$ cat config.mk
export PLATFORM = sky130hd
export DESIGN_NAME = alu8_seq
export DESIGN_NICKNAME = d
export VERILOG_FILES = /design/src/rtl/alu8_seq.sv
export SDC_FILE = /design/constraint.sdc
export NUM_CORES = 1
export LEC_CHECK = 0
export ABC_AREA = 1
export CORE_UTILIZATION = 41
export CTS_CLUSTER_SIZE = 16
export DETAILED_ROUTE_END_ITERATION = 8
export PLACE_DENSITY_LB_ADDON = 0.12
export RECOVER_POWER = 25
export SLEW_MARGIN = 0
export SYNTH_ARGS = -nofsm -noshare
export SYNTH_HDL_FRONTEND = slang
export SYNTH_SLANG_ARGS = --single-unit
$ cat constraint.sdc
create_clock -name clk -period 1.1 [get_ports clk]
set_input_delay 0.33 -clock clk [delete_from_list [all_inputs] [get_ports clk]]
set_output_delay 0.33 -clock clk [all_outputs]
set_load 0.05 [all_outputs]
$ cat src/rtl/alu8_seq.sv
// Command sequencer and 16-bit accumulator around an external 8-bit ALU.
// Narrow ops take one ALU pass, wide ops take two with the carry chained from low to high byte.
module alu8_seq (
   input  logic        clk,
   input  logic        rst,
   input  logic        cmd_valid,
   output logic        cmd_ready,
   input  logic [3:0]  cmd_op,
   input  logic        cmd_wide,
   input  logic        cmd_ld,
   input  logic [15:0] cmd_b,
   output logic [7:0]  alu_a,
   output logic [7:0]  alu_b,
   output logic [3:0]  alu_op,
   input  logic [7:0]  alu_res,
   input  logic [3:0]  alu_flg,
   output logic [15:0] acc,
   output logic [3:0]  flg,
   output logic        done
);

   localparam int unsigned BYTE_W = 8;
   localparam int unsigned ACC_W  = 16;
   localparam int unsigned OP_W   = 4;
   localparam int unsigned FLG_W  = 4;

   typedef enum logic [1:0] {
      IDLE = 2'd0,
      LO   = 2'd1,
      HI   = 2'd2
   } state_t;

   state_t              r_state, w_state_nxt;
   logic [ACC_W-1:0]    r_acc, w_acc_nxt;
   logic [FLG_W-1:0]    r_flg, w_flg_nxt;
   logic                r_done, w_done_nxt;
   logic                r_ready, w_ready_nxt;
   logic [ACC_W-1:0]    r_b, w_b_nxt;
   logic [OP_W-1:0]     r_op, w_op_nxt;
   logic                r_wide, w_wide_nxt;
   logic                r_z_lo, w_z_lo_nxt;
   logic [BYTE_W-1:0]   r_alu_a, w_alu_a_nxt;
   logic [BYTE_W-1:0]   r_alu_b, w_alu_b_nxt;
   logic [OP_W-1:0]     r_alu_op, w_alu_op_nxt;
   logic                w_accept;

   assign w_accept = cmd_valid & r_ready;

   // State and datapath registers; reset aborts any command in flight.
   always_ff @(posedge clk) begin
      if (rst) begin
         r_state  <= IDLE;
         r_acc    <= '0;
         r_flg    <= '0;
         r_done   <= 1'b0;
         r_ready  <= 1'b1;
         r_b      <= '0;
         r_op     <= '0;
         r_wide   <= 1'b0;
         r_z_lo   <= 1'b0;
         r_alu_a  <= '0;
         r_alu_b  <= '0;
         r_alu_op <= '0;
      end else begin
         r_state  <= w_state_nxt;
         r_acc    <= w_acc_nxt;
         r_flg    <= w_flg_nxt;
         r_done   <= w_done_nxt;
         r_ready  <= w_ready_nxt;
         r_b      <= w_b_nxt;
         r_op     <= w_op_nxt;
         r_wide   <= w_wide_nxt;
         r_z_lo   <= w_z_lo_nxt;
         r_alu_a  <= w_alu_a_nxt;
         r_alu_b  <= w_alu_b_nxt;
         r_alu_op <= w_alu_op_nxt;
      end
   end

   // Next-state and next-output logic; ALU drive registers fall back to zero in IDLE.
   always_comb begin
      w_state_nxt  = r_state;
      w_acc_nxt    = r_acc;
      w_flg_nxt    = r_flg;
      w_done_nxt   = 1'b0;
      w_b_nxt      = r_b;
      w_op_nxt     = r_op;
      w_wide_nxt   = r_wide;
      w_z_lo_nxt   = r_z_lo;
      w_alu_a_nxt  = '0;
      w_alu_b_nxt  = '0;
      w_alu_op_nxt = '0;

      case (r_state)
         IDLE: begin
            if (w_accept) begin
               if (cmd_ld) begin
                  w_acc_nxt  = cmd_b;
                  w_done_nxt = 1'b1;
               end else begin
                  w_b_nxt      = cmd_b;
                  w_op_nxt     = cmd_op;
                  w_wide_nxt   = cmd_wide;
                  w_alu_a_nxt  = r_acc[BYTE_W-1:0];
                  w_alu_b_nxt  = cmd_b[BYTE_W-1:0];
                  w_alu_op_nxt = cmd_op;
                  w_state_nxt  = LO;
               end
            end
         end

         LO: begin
            w_acc_nxt[BYTE_W-1:0] = alu_res;
            w_z_lo_nxt            = alu_flg[2];
            if (r_wide) begin
               // Low-byte carry-out is folded straight into the registered high-pass opcode.
               w_alu_a_nxt  = r_acc[ACC_W-1:BYTE_W];
               w_alu_b_nxt  = r_b[ACC_W-1:BYTE_W];
               w_alu_op_nxt = {r_op[3:1], (r_op[3] ? alu_flg[3] : r_op[0])};
               w_state_nxt  = HI;
            end else begin
               w_flg_nxt   = alu_flg;
               w_done_nxt  = 1'b1;
               w_state_nxt = IDLE;
            end
         end

         HI: begin
            w_acc_nxt[ACC_W-1:BYTE_W] = alu_res;
            w_flg_nxt   = {alu_flg[3], r_z_lo & alu_flg[2], alu_flg[1], alu_flg[0]};
            w_done_nxt  = 1'b1;
            w_state_nxt = IDLE;
         end

         default: begin
            w_state_nxt = IDLE;
         end
      endcase

      w_ready_nxt = (w_state_nxt == IDLE);
   end

   assign cmd_ready = r_ready;
   assign alu_a     = r_alu_a;
   assign alu_b     = r_alu_b;
   assign alu_op    = r_alu_op;
   assign acc       = r_acc;
   assign flg       = r_flg;
   assign done      = r_done;

endmodule
==> summary.md <==
| Metric | Value |
|---|---|
| Run status | finished, violations left |
| Failing checks | setup timing |
| Syn Area/Cell | a little over 7 µm² |
| Total Power | roughly 6 mW |
| Top_reg_cell synth | dfxtp_1 |
| Initial DRC count | 304 |
| Largest net degree at the start of global routing | 28 |
| Post-synth top area share | about half |
| Pre-CTS setup slack | -547 ps |
| Critical path arrival | about 1700 ps |
| Routed Antenna Nets | 0 |
| Cell with the most instances after synthesis | nand2_1 |
| Post-Synthesis Cells | approximately 340 |
| Number of antenna violations at the first check in global routing | 0 |
| Clk buf depth | 2 |
| Synthesis-to-finish area growth | 105% |
| Simple-Gate Fraction of Synth Area | between 20 and 30% |
| Max IR drop VDD | 0.000863 V |
| Post-synth ARST share | 0% |
| # setup viols final | 100 |
| Xor/xnor share of the synthesized area | 0% |
| IO Pins | 79 |
| PnR worst setup slack | -334 ps |
| Slowest stage delay, CP | between 300 and 400 ps |
| Period utilization | 130% |
| Final nets | slightly above 500 |
| Largest cells by area after synthesis | dfxtp_1, nand2_1, nor2_1 |
| Crit-path max FO | 8 |
| TritonCTS clock tree | yes |
| Design area | 0.00483 mm² |
| Initial core utilization | between 40% and 50% |
| Cell Pwr Density | 1220 mW/mm² |
| Unique cell type count in the Yosys netlist | 17 |
| GRT overflow | 0 |
| Synth warnings | 0 |
| Final hold viol count | 0 |
| Largest family of logic cells by synthesized area | simple AND/OR/NAND/NOR gates |
| Wire per inst | between 20 and 25 µm |
| Worst setup SP type | register |
| Num CTS Buffers | 9 |
| CP startpoint | r_state[0]$_SDFF_PP0_ |
| Filler cells | ~250 |
| Hold path start | r_b[11]$_SDFFE_PP0P_ |
| Reg-to-reg slack, setup | -330 ps |
| Placed Cells | a little under 500 |
| Max-slew violation count | 0 |
| Tmin final | 1430 ps |
| Hold Path Class | register to register |
| Number of port buffers | 78 |
| R2R Path Start | r_state[0]$_SDFF_PP0_ |
| Die Wd | between 70 and 80 µm |
| Post-synthesis mux area share | 0% |
| EDFF count, synth | 0 |
| Worst-skew pair later-pin latency | 340 ps |
| Crit end category | register |
| GRT Total Usage | 32.4% |
| Synthesized area | approximately 0.0024 mm² |
| Tightest Pin Transition | around 430 ps |
| Multi-input logic area | 0.00139 mm² |
| H-tree level count | 3 |
| Sequential share of the synthesized area | a little under 50% |
| Maximum clock rate | around 700 MHz |
| Vias in the first global route | 2,975 |
| Clock transition at path regs | 70 ps |
| Core area | approximately 0.0055 mm² |
| CP Cell Sequence | inv_4 -> nand2_2 -> buf_6 -> o21ai_1 -> nor2_1 -> nor2_1 |
| Slowest library cell on the worst path | dfxtp_4 |
| Via density | roughly 5.7 |
| Global-route wire length before repair | 14,700 µm |
| DP Area | between 0.003 and 0.004 mm² |
| Share of cells above drive strength 1 | between 50% and 60% |
| WS Path Type | register to register |
| Skew final | 7.27 ps |
| List of most frequent post-synthesis cells | nand2_1, dfxtp_1, nor2_1 |
| Leak | around 2.1 nW |
| Max-cap violations | 0 |
| WL final | between 10,000 and 15,000 µm |
| Die H | 77.8 µm |
| HPWL after DPL | approximately 4300 µm |
| # DRC | 0 |
| Rel. slew slack | a little under three quarters |
| Root Buffer | clkbuf_8 |
| Die area | between 0.006 and 0.007 mm² |
| Unrepaired setup endpoints after global routing | true |
| Vias | about 3,100 |
| DRT Pass-1 Iters | 5 |
| Critical Path RT | 1360 ps |
| Antenna cell count | 0 |
| GP Congestion | 0.884 |
| Clock Sinks | 58 |
| Post-synthesis register bit count | 58 |
| FP Rows | 27 |
| Post-Layout Cell Count | about 540 |
| Compound-Gate Fraction of Synth Area | around an eighth |
| Register area | between 0.001 and 0.0015 mm² |
| Post-Syn Nets | between 300 and 400 |
| CP most frequent cell | nor2_1 |
| Area leader, netlist | dfxtp_1 |
| Area share of fa/ha/maj cells after synthesis | 0% |
## path summary, 6_finish.rpt
path | depth (start not counted) | to
min | 2 | alu_b[3]$_SDFF_PP0_
max reg2reg | 6 | acc[14]$_SDFFE_PP0P_
max | 6 | acc[14]$_SDFFE_PP0P_
min reg2reg | 2 | alu_b[3]$_SDFF_PP0_
## worst max-delay path: cells and delay by family (launching register included)
family	cells	cell delay (ps)
flip-flops	1	380
AND/OR/NAND/NOR	3	360
AO/OA/AOI/OAI	1	360
buffers and inverters	2	270
## flip-flops by register name (all words and copies together) (netlist names)
register   count
r_wide         1
alu_a          8
flg            4
cmd_ready      1
alu_op         4
acc           16
r_op           4
done           1
r_z_lo         1
alu_b          8
r_b            8
r_state        2
## what timing repair did
action	4_1_cts	5_1_grt
hold buffers	0	0
setup buffers	23	6
gates resized for setup	117	78
endpoints found under the setup margin	99	99
gates cloned	8	2
pin swaps	21	41
## layout make-up
type	instances	area share, %
timing repair buffer	132	37.3
inverter	31	2.51
multi-input combinational	234	28.7
tap	72	1.86
clock inverter	3	0.828
sequential	58	25.8
clock buffer	13	3.08
## stage by stage
stage	hold slack [ps]	utilization (%)	TNS, ps
final	476	87.3	-11140
after floorplan	419	-	-709
after global placement	442	68.1	-24400
after detailed placement	453	68.1	-25280
after global routing	486	87.3	-13980
after CTS	456	82.6	-5410
## placed cells by master, fill, tap and decap left out
| master | instances |
|---|---|
| clkinv_2 | 2 |
| nor2_2 | 3 |
| clkbuf_16 | 2 |
| buf_8 | 2 |
| nor2_1 | 47 |
| nand2_4 | 24 |
| nand3_2 | 5 |
| clkdlybuf4s50_1 | 34 |
| a21oi_2 | 15 |
| nand3_1 | 4 |
| inv_1 | 28 |
| buf_6 | 12 |
| dfxtp_2 | 32 |
| o21ai_1 | 9 |
| a21oi_1 | 14 |
| nor3_2 | 1 |
| dfxtp_1 | 14 |
| clkbuf_8 | 10 |
| bufinv_16 | 1 |
| nand2_2 | 13 |
| buf_4 | 31 |
| buf_16 | 2 |
| clkbuf_1 | 3 |
| buf_12 | 47 |
| nand2_1 | 72 |
| dfxtp_4 | 12 |
| clkinv_1 | 1 |
| nor2_4 | 8 |
| dlygate4sd2_1 | 2 |
| inv_4 | 2 |
| o21ai_0 | 6 |
| nand3_4 | 1 |
| o21ai_2 | 12 |
## cell families (layout without fill, tap and decap cells)
| logic type | Yosys count | after routing |
|---|---|---|
| AOI/OAI and AO/OA | 56 | 56 |
| buffers and inverters | 47 | 179 |
| and+or+nand+nor | 174 | 178 |
| DFF | 58 | 58 |
## report_power, final
group | switching (mW) | internal (mW) | leakage (nW)
logic | 0.845 | 0.724 | 1.51
registers | 0.131 | 2.22 | 0.496
clock network | 0.870 | 1.10 | 0.0974
total | 1.85 | 4.04 | 2.11
## metal layers
metal	vias to the layer above	track usage [%]	routed length (µm)
li1	1309	-	-
met1	1415	34.0	4030
met2	272	57.2	5440
met3	82	6.24	1050
met4	0	24.2	806
met5	-	0	0
Power figures use the tool's default switching activity.
